--- config.mk ---
export PLATFORM = sky130hd
export DESIGN_NAME = atan_coeff_loader
export DESIGN_NICKNAME = d
export VERILOG_FILES = /design/src/rtl/atan_pkg.sv /design/src/rtl/atan_bank_regfile.sv /design/src/rtl/atan_coeff_loader.sv
export SDC_FILE = /design/constraint.sdc
export NUM_CORES = 1
export LEC_CHECK = 0
export BUFFER_PORTS_ARGS = -buffer_cell sky130_fd_sc_hd__buf_2
export CORE_UTILIZATION = 47
export CTS_CLUSTER_DIAMETER = 120
export DETAILED_ROUTE_END_ITERATION = 8
export GPL_ROUTABILITY_DRIVEN = 0
export PLACE_DENSITY = 0.76
export SETUP_SLACK_MARGIN = 0.1
export SLEW_MARGIN = 10
export SYNTH_ARGS = -nofsm -noshare
export SYNTH_HDL_FRONTEND = slang
export SYNTH_SLANG_ARGS = --single-unit
--- constraint.sdc ---
create_clock -name i_clk -period 2.4 [get_ports i_clk]
set_clock_uncertainty 0.05 [all_clocks]
set_input_delay 0.24 -clock i_clk [delete_from_list [all_inputs] [get_ports i_clk]]
set_output_delay 0.24 -clock i_clk [all_outputs]
set_load 0.05 [all_outputs]
--- src/rtl/atan_pkg.sv ---
// Shared definitions for the atan coefficient loader: FSM encoding
// and fixed-point constants (1.0 = 2^12).
package atan_pkg;

    typedef enum logic [1:0] {
        ST_IDLE,
        ST_SEED,
        ST_LOAD,
        ST_READY
    } state_t;

    localparam int FXP_ONE       = 4096;
    localparam int ATAN0_DEFAULT = 3217;

endpackage

--- src/rtl/atan_bank_regfile.sv ---
// N_PE x DATA_WIDTH write-indexed coefficient bank with flat output bus.
// Optional registered read port when ATAN_LOADER_RDPORT_EN is defined.
module atan_bank_regfile #(
    parameter int N_PE       = 16,
    parameter int DATA_WIDTH = 18,
    parameter int AW         = $clog2(N_PE)
) (
    input  logic                       i_clk,
    input  logic                       i_rstn,
    input  logic                       i_we,
    input  logic [AW-1:0]              i_waddr,
    input  logic [DATA_WIDTH-1:0]      i_wdata,
`ifdef ATAN_LOADER_RDPORT_EN
    input  logic [AW-1:0]              i_rd_addr,
    output logic [DATA_WIDTH-1:0]      o_rd_data,
`endif
    output logic [N_PE*DATA_WIDTH-1:0] o_bus
);

    logic [DATA_WIDTH-1:0] bank [N_PE];

    always_ff @(posedge i_clk or negedge i_rstn) begin
        if (!i_rstn) begin
            for (int k = 0; k < N_PE; k++) begin
                bank[k] <= '0;
            end
        end else if (i_we) begin
            bank[i_waddr] <= i_wdata;
        end
    end

    for (genvar g = 0; g < N_PE; g++) begin : g_bus
        assign o_bus[g*DATA_WIDTH +: DATA_WIDTH] = bank[g];
    end

`ifdef ATAN_LOADER_RDPORT_EN
    // Addresses past the bank depth read as zero
    always_ff @(posedge i_clk or negedge i_rstn) begin
        if (!i_rstn) begin
            o_rd_data <= '0;
        end else if (int'(i_rd_addr) < N_PE) begin
            o_rd_data <= bank[i_rd_addr];
        end else begin
            o_rd_data <= '0;
        end
    end
`endif

endmodule

--- src/rtl/atan_coeff_loader.sv ---
// Seeds the atan coefficient generator and captures its stream into a bank.
// ATAN_LOADER_RDPORT_EN adds a registered random-access read port.
module atan_coeff_loader
    import atan_pkg::*;
#(
    parameter int N_PE       = 16,
    parameter int DATA_WIDTH = 18,
    parameter int ATAN0      = ATAN0_DEFAULT
) (
    input  logic                         i_clk,
    input  logic                         i_rstn,
    input  logic                         i_load_req,
    output logic [DATA_WIDTH-1:0]        o_seed_data,
    output logic                         o_seed_valid,
    input  logic [DATA_WIDTH-1:0]        i_coeff_data,
    input  logic                         i_coeff_valid,
    input  logic                         i_coeff_done,
`ifdef ATAN_LOADER_RDPORT_EN
    input  logic [$clog2(N_PE)-1:0]      i_rd_addr,
    output logic [DATA_WIDTH-1:0]        o_rd_data,
`endif
    output logic [N_PE*DATA_WIDTH-1:0]   o_coeff_bus,
    output logic                         o_bank_valid,
    output logic                         o_busy,
    output logic                         o_err
);

    localparam int IW = $clog2(N_PE) + 1;
    localparam int AW = IW - 1;
    localparam logic [IW-1:0] FULL = IW'(N_PE);

    state_t        state;
    logic [IW-1:0] idx;
    logic          wr_en;
    logic          over;
    logic [IW-1:0] cnt_next;

    // Count includes a write landing in the same cycle as done
    always_comb begin
        wr_en    = (state == ST_LOAD) && i_coeff_valid && (idx < FULL);
        over     = (state == ST_LOAD) && i_coeff_valid && !(idx < FULL);
        cnt_next = idx + IW'(wr_en);
    end

    always_ff @(posedge i_clk or negedge i_rstn) begin
        if (!i_rstn) begin
            state        <= ST_IDLE;
            idx          <= '0;
            o_seed_data  <= '0;
            o_seed_valid <= 1'b0;
            o_bank_valid <= 1'b0;
            o_busy       <= 1'b0;
            o_err        <= 1'b0;
        end else begin
            o_seed_valid <= 1'b0;
            o_seed_data  <= '0;
            case (state)
                ST_IDLE, ST_READY: begin
                    if (i_load_req) begin
                        state        <= ST_SEED;
                        o_seed_valid <= 1'b1;
                        o_seed_data  <= DATA_WIDTH'(ATAN0);
                        o_bank_valid <= 1'b0;
                        o_err        <= 1'b0;
                        o_busy       <= 1'b1;
                        idx          <= '0;
                    end
                end
                ST_SEED: begin
                    state <= ST_LOAD;
                end
                ST_LOAD: begin
                    idx <= cnt_next;
                    if (over) begin
                        o_err <= 1'b1;
                    end
                    if (i_coeff_done) begin
                        o_busy <= 1'b0;
                        if (cnt_next == FULL && !o_err && !over) begin
                            state        <= ST_READY;
                            o_bank_valid <= 1'b1;
                        end else begin
                            state <= ST_IDLE;
                            o_err <= 1'b1;
                        end
                    end
                end
                default: state <= ST_IDLE;
            endcase
        end
    end

    atan_bank_regfile #(
        .N_PE       (N_PE),
        .DATA_WIDTH (DATA_WIDTH),
        .AW         (AW)
    ) u_bank (
        .i_clk      (i_clk),
        .i_rstn     (i_rstn),
        .i_we       (wr_en),
        .i_waddr    (idx[AW-1:0]),
        .i_wdata    (i_coeff_data),
`ifdef ATAN_LOADER_RDPORT_EN
        .i_rd_addr  (i_rd_addr),
        .o_rd_data  (o_rd_data),
`endif
        .o_bus      (o_coeff_bus)
    );

endmodule

After elaboration in Yosys (flattened, before gate mapping)
Index checks and enable logic that the tools add are counted.
Storage, ports and cells
  register bits after elaboration: 317
  logic and storage cells: 75
Cells by class
  $add $sub $neg: 1
  order comparisons: 3
  eq/ne operators: 7
  muxes and demuxes: 24
  bitwise logic cells: 1
  reductions and logical operators: 16
Operators by type and width (count)
  288-bit bitwise mux: 1
  18-bit demux with 4-bit select: 1
  18-bit two-way mux: 2
  12-bit two-way mux: 1
  1-bit two-way mux: 10
  5-bit one-hot mux with 2 select lines: 1
  1-bit logical AND: 6
  2-bit two-way mux: 3
  1-bit one-hot mux with 2 select lines: 3
  2-bit one-hot mux with 3 select lines: 1
  5-bit by 1-bit adder with 5-bit output: 1
  5-bit equality test (second input constant): 1
  5-bit >= comparator (second input constant): 1
  5-bit by 1-bit < comparator with 1-bit output (second input constant): 1
  5-bit < comparator (second input constant): 1
  5-bit two-way mux: 1
  4-bit inverter with 5-bit output: 1
  2-bit equality test (second input constant): 2
  2-bit inequality test (second input constant): 2
  2-bit AND reduction: 2
  4-bit AND reduction: 1
  1-bit logical NOT: 3
  3-bit AND reduction: 1
  2-bit by 1-bit equality test with 1-bit output (second input constant): 1
  other kinds (4): 4

Depth between registers and ports, before layout
  word-level depth: 10
  mapped depth: 10

Modules after synthesis
From an unflattened synthesis, not the netlist that was laid out.
Unflattened totals
  cells, all modules: 727
  area, all modules: 11790.1 µm²
By module, submodules not included
  atan_bank_regfile: instances 1, cells each 639, area an instance 10986.8 µm², sequential area each 7206.9 µm²
  atan_coeff_loader: instances 1, cells each 88, area an instance 803.3 µm², sequential area each 275.3 µm²

Worst setup path after synthesis
No wires, ideal clock.
  path kind: register -> register
  start: reg state[0]
  end: reg state[0]
  library setup time: 0.101 ns
  arrival: 2.092 ns
  required time: 2.249 ns
  slack: 0.157 ns
  stages on the path, launching flop included: 9
  path buffers: 0
  clock period less this slack: 2.243 ns
  cell sequence: dfrtp_1 > inv_1 > ha_1 > nand3b_4 > inv_1 > ha_1 > ha_1 > or4_1 > o32ai_1
On the way
  longest elaborated chain between the ends: 10
  elaborated cells between the ends (all ways): 19
  classes of those cells: 1 x add/sub; 6 x eq/ne; 3 x mux; 9 x reduce/logical
RTL lines
  start: declaration: RTL line atan_coeff_loader.sv:32  | state_t state;
  start signal: assignment: RTL line atan_coeff_loader.sv:47  | state <= ST_IDLE;
  start signal: assignment: RTL line atan_coeff_loader.sv:60  | state <= ST_SEED;
  start signal: assignment: RTL line atan_coeff_loader.sv:70  | state <= ST_LOAD;
  2-bit equality test: RTL line atan_coeff_loader.sv:40, atan_coeff_loader.sv:41, atan_coeff_loader.sv:57
  1-bit logical AND: RTL line atan_coeff_loader.sv:40, atan_coeff_loader.sv:41
  1-bit logical AND: RTL line atan_coeff_loader.sv:40  | wr_en = (state == ST_LOAD) && i_coeff_valid && (idx < FULL);
  5-bit by 1-bit adder with 5-bit output: RTL line atan_coeff_loader.sv:42  | cnt_next = idx + IW'(wr_en);
  5-bit equality test: RTL line atan_coeff_loader.sv:79  | if (cnt_next == FULL && !o_err && !over) begin
  1-bit logical AND (2 in a row): RTL line atan_coeff_loader.sv:79
  2-bit two-way mux: RTL line atan_coeff_loader.sv:79
  2-bit two-way mux: RTL line atan_coeff_loader.sv:77  | if (i_coeff_done) begin
  2-bit one-hot mux with 3 select lines: RTL line atan_coeff_loader.sv:57  | case (state)
Parallel ways exist; a longest one is shown, timed or not. The select of a mux whose other input is x is not followed.
A chain may end at the register's enable or synchronous reset.

Worst setup path in the final report
  start: reg idx[4]
  end: reg state[0]
On the way
  longest elaborated chain between the ends: 9
  elaborated cells between the ends (all ways): 12
  classes of those cells: 1 x add/sub; 1 x order compare; 1 x eq/ne; 3 x mux; 6 x reduce/logical
RTL lines
  start: declaration: RTL line atan_coeff_loader.sv:33  | logic [IW-1:0] idx;
  start signal: assignment: RTL line atan_coeff_loader.sv:73  | idx <= cnt_next;
  5-bit < comparator: RTL line atan_coeff_loader.sv:40, atan_coeff_loader.sv:41
  1-bit logical AND: RTL line atan_coeff_loader.sv:40
  5-bit by 1-bit adder with 5-bit output: RTL line atan_coeff_loader.sv:42
  5-bit equality test: RTL line atan_coeff_loader.sv:79
  1-bit logical AND: RTL line atan_coeff_loader.sv:79
  1-bit logical AND *: RTL line atan_coeff_loader.sv:79
  2-bit two-way mux *: RTL line atan_coeff_loader.sv:79
  2-bit two-way mux *: RTL line atan_coeff_loader.sv:77
  2-bit one-hot mux with 3 select lines *: RTL line atan_coeff_loader.sv:57
  end signal: assignment: RTL line atan_coeff_loader.sv:60
  end signal: assignment: RTL line atan_coeff_loader.sv:80  | state <= ST_READY;
  end signal: assignment: RTL line atan_coeff_loader.sv:83  | state <= ST_IDLE;
Every way passes the cells marked *; elsewhere a longest branch is shown, timed or not. The select of a mux whose other input is x is not followed.

==> flow_summary.json <==
{
  "status": "finished clean",
  "drc": 0,
  "rsz0062_at_grt": "no",
  "clkSinkCount": 299,
  "synth_area_leaders": "dfrtp_1 64%, mux2_2 28%, buf_4 1.4%",
  "rows": 57,
  "synth-edff-count": 0,
  "routed-via-count": 7290,
  "ys.flop_type": "dfrtp_1",
  "dpl-instance-area_um2": 13700,
  "io_buffers": 319,
  "hold_violations": 0,
  "yosys_warnings": 0,
  "hold_ws_ns": 0.150,
  "antenna_cells": 0,
  "ys_seq_elements": 299,
  "gr-max-usage-layer": "met2",
  "cp-end-kind": "flip-flop",
  "grt_pass1_wl_mm": 45.1,
  "fin_ws_ns": 0.237,
  "cp_data_arrival_time_ns": 2.56,
  "final_core_util_pct": 61.3,
  "setup_viol": 0,
  "area_growth_pct": 28.2,
  "power_density_nw_per_um2": 863,
  "fp.dieH_um": 159,
  "cts.clk_slew.worst_paths_ns": 0.06,
  "pre_cts_ws_ns": 0.0314,
  "dieWidth_um": 159,
  "cts_tree": "yes",
  "reg2reg_from": "idx[4]",
  "vdd_ir_drop_max_mv": 1.12,
  "use_met3_pct": 4.43,
  "grt_use_met2_pct": 39.5,
  "wl_mm": 28.8,
  "core_area_um2": 24300,
  "syn_area_per_cell_um2": 16.0,
  "finalSetupTns_ns": 0,
  "period_share_pct": 90.1,
  "reg2reg_depth": 9,
  "drt_iter0_markers": 408,
  "io_pins": 333,
  "grt_pass1_vias": 7538,
  "min_path_cells": 2,
  "hold_end": "u_bank.o_bus[90]",
  "rrSetupSlack_ns": 0.24,
  "clock_latency_ns": 0.54,
  "grt_overflow": 0,
  "wl_per_cell_um": 20.4,
  "synth_top_area_cell": "dfrtp_1",
  "cts_max_level": 1,
  "syn_inst": 726,
  "fmax_mhz": 462,
  "firstDrtPassIters": 5,
  "vias_per_cell": 5.16,
  "power.leakage_uw": 0.00851,
  "drive_above_1_share_pct": 65.5,
  "ant_nets": 0,
  "synth_common_cells": "299 x dfrtp_1, 288 x mux2_2, 22 x buf_4",
  "critical_path_class": "flip-flop to flip-flop",
  "clockBufferDepth": 3,
  "antenna_found_initial": 0,
  "slew_headroom_pct": 55.1,
  "synth_area_um2": 11600,
  "initial_core_util_pct": 47.8,
  "track_usage_pct": 22.8,
  "layout.nets": 1092,
  "seq_area_frac_synth_pct": 64.4,
  "path_max_fanout": 7,
  "timing.rr.end": "state[0]",
  "fin_crit_ns": 2.16,
  "yosysMostFrequentCell": "dfrtp_1",
  "synth_cell_types": 44,
  "dpl.hpwl_mm": 19.6,
  "worstPathRequired_ns": 2.79,
  "tightestPinTransition_ns": 0.674,
  "start_kind": "flip-flop",
  "synth_top_area_share_pct": 64.4,
  "cts_buffers": 31,
  "grt_max_degree": 73,
  "synthArstFlopShare_pct": 100,
  "hold_class": "input pin to flip-flop",
  "maxCapViolCount": 0,
  "worst_hold_startpoint": "i_coeff_data[0]",
  "cts-root-buf": "clkbuf_16",
  "grt.met1_usage_pct": 29.7,
  "design_area_um2": 14900,
  "finalMaxSlewViolations": 0,
  "fp.dieArea_um2": 25400
}
-- repair_timing --
| action | CTS | global route |
|---|---|---|
| endpoints found under the hold margin | 67 | 0 |
| endpoints found under the setup margin | 3 | 4 |
| pin swaps | 0 | 3 |
| hold buffers | 3 | 0 |
| gates resized for setup | 2 | 5 |
| buffers inserted | 1 | 0 |
-- through the flow --
step | std cells | power (µW)
after floorplan | 738 | 7250
final | 1413 | 12900
after global placement | 1352 | 7820
after CTS | 1413 | 13000
after global routing | 1413 | 13300
after detailed placement | 1352 | 7870
-- cells by family (layout without fill, tap and decap cells) --
kind of cell    count (synthesis)  after routing  synth area share [%]
mux                           291            291                  28.2
compound gates                 18             18                  1.17
xor+xnor                        1              1                0.0754
simple gates                   50             50                  2.81
other cells                     1             13                0.0323
flops                         299            299                  64.4
buf+inv                        62            413                  2.94
fa+ha+maj                       4              4                 0.431
-- critical path, stage by stage, from the launching register on --
cell and delay [ns]:
dfrtp_1 0.47, nand3b_4 0.20, inv_2 0.05, ha_2 0.17
ha_1 0.21, buf_4 0.16, nand2b_1 0.14, mux2i_1 0.22
a21oi_2 0.13, o32ai_2 0.26
-- area by class of cell --
class,instances,area (µm²)
multi-input combinational,377,3870
fill,1868,9420
clock buffer,44,905
inverter,4,15.0
sequential,299,7480
clock inverter,13,190
tap,324,405
timing repair buffer,352,2020
-- layer usage --
layer / up-vias / wire (µm) / part of all wire [%]
met5: - / 0 / 0
met4: 0 / 542 / 1.9
met1: 3765 / 12200 / 42
met2: 258 / 14400 / 50
li1: 3222 / - / -
met3: 45 / 1690 / 5.9
-- layout by cell type, fill, tap and decap left out, types with 3 or more instances in the layout --
cell,Yosys,routed
o21ai_0,3,3
dlygate4sd3_1,0,3
clkbuf_16,0,31
conb_1,1,13
clkbuf_8,0,8
clkbuf_1,19,5
mux2_2,288,288
nor2_1,7,7
inv_1,4,3
nor2_2,3,3
buf_2,15,318
bufinv_16,0,5
nand2_2,3,3
dfrtp_1,299,299
nand2b_1,4,4
buf_4,22,17
clkinv_2,0,8
nor2_4,3,3
buf_12,0,13
mux2i_1,3,3
nor2b_1,4,4
a22o_1,4,4
nand2_1,11,11
-- worst max-delay path by stage --
stage	start	to	slack [ns]	depth (start not counted)
2_1_floorplan	state[0]	state[0]	0.16	8
3_3_place_gp	state[0]	state[0]	0.10	8
3_5_place_dp	state[0]	o_bank_valid	0.03	8
4_1_cts	state[0]	state[0]	0.13	11
5_1_grt	idx[4]	state[0]	0.11	9
6_report	idx[4]	state[0]	0.24	9
-- power by group --
group	leakage [µW]	internal, µW	total (µW)	switching [µW]
Clock	0.000547	3140	5040	1900
Combinational	0.00383	602	2340	1740
Sequential	0.00413	5320	5480	161
Total	0.00851	9060	12900	3800
-- flip-flops by register name, indices dropped and copies added, names as in the netlist --
name          cells
u_bank.o_bus    288
o_err             1
o_busy            1
o_bank_valid      1
o_seed_data       1
state             2
idx               5
No activity file was read; power rests on OpenSTA's default activity.
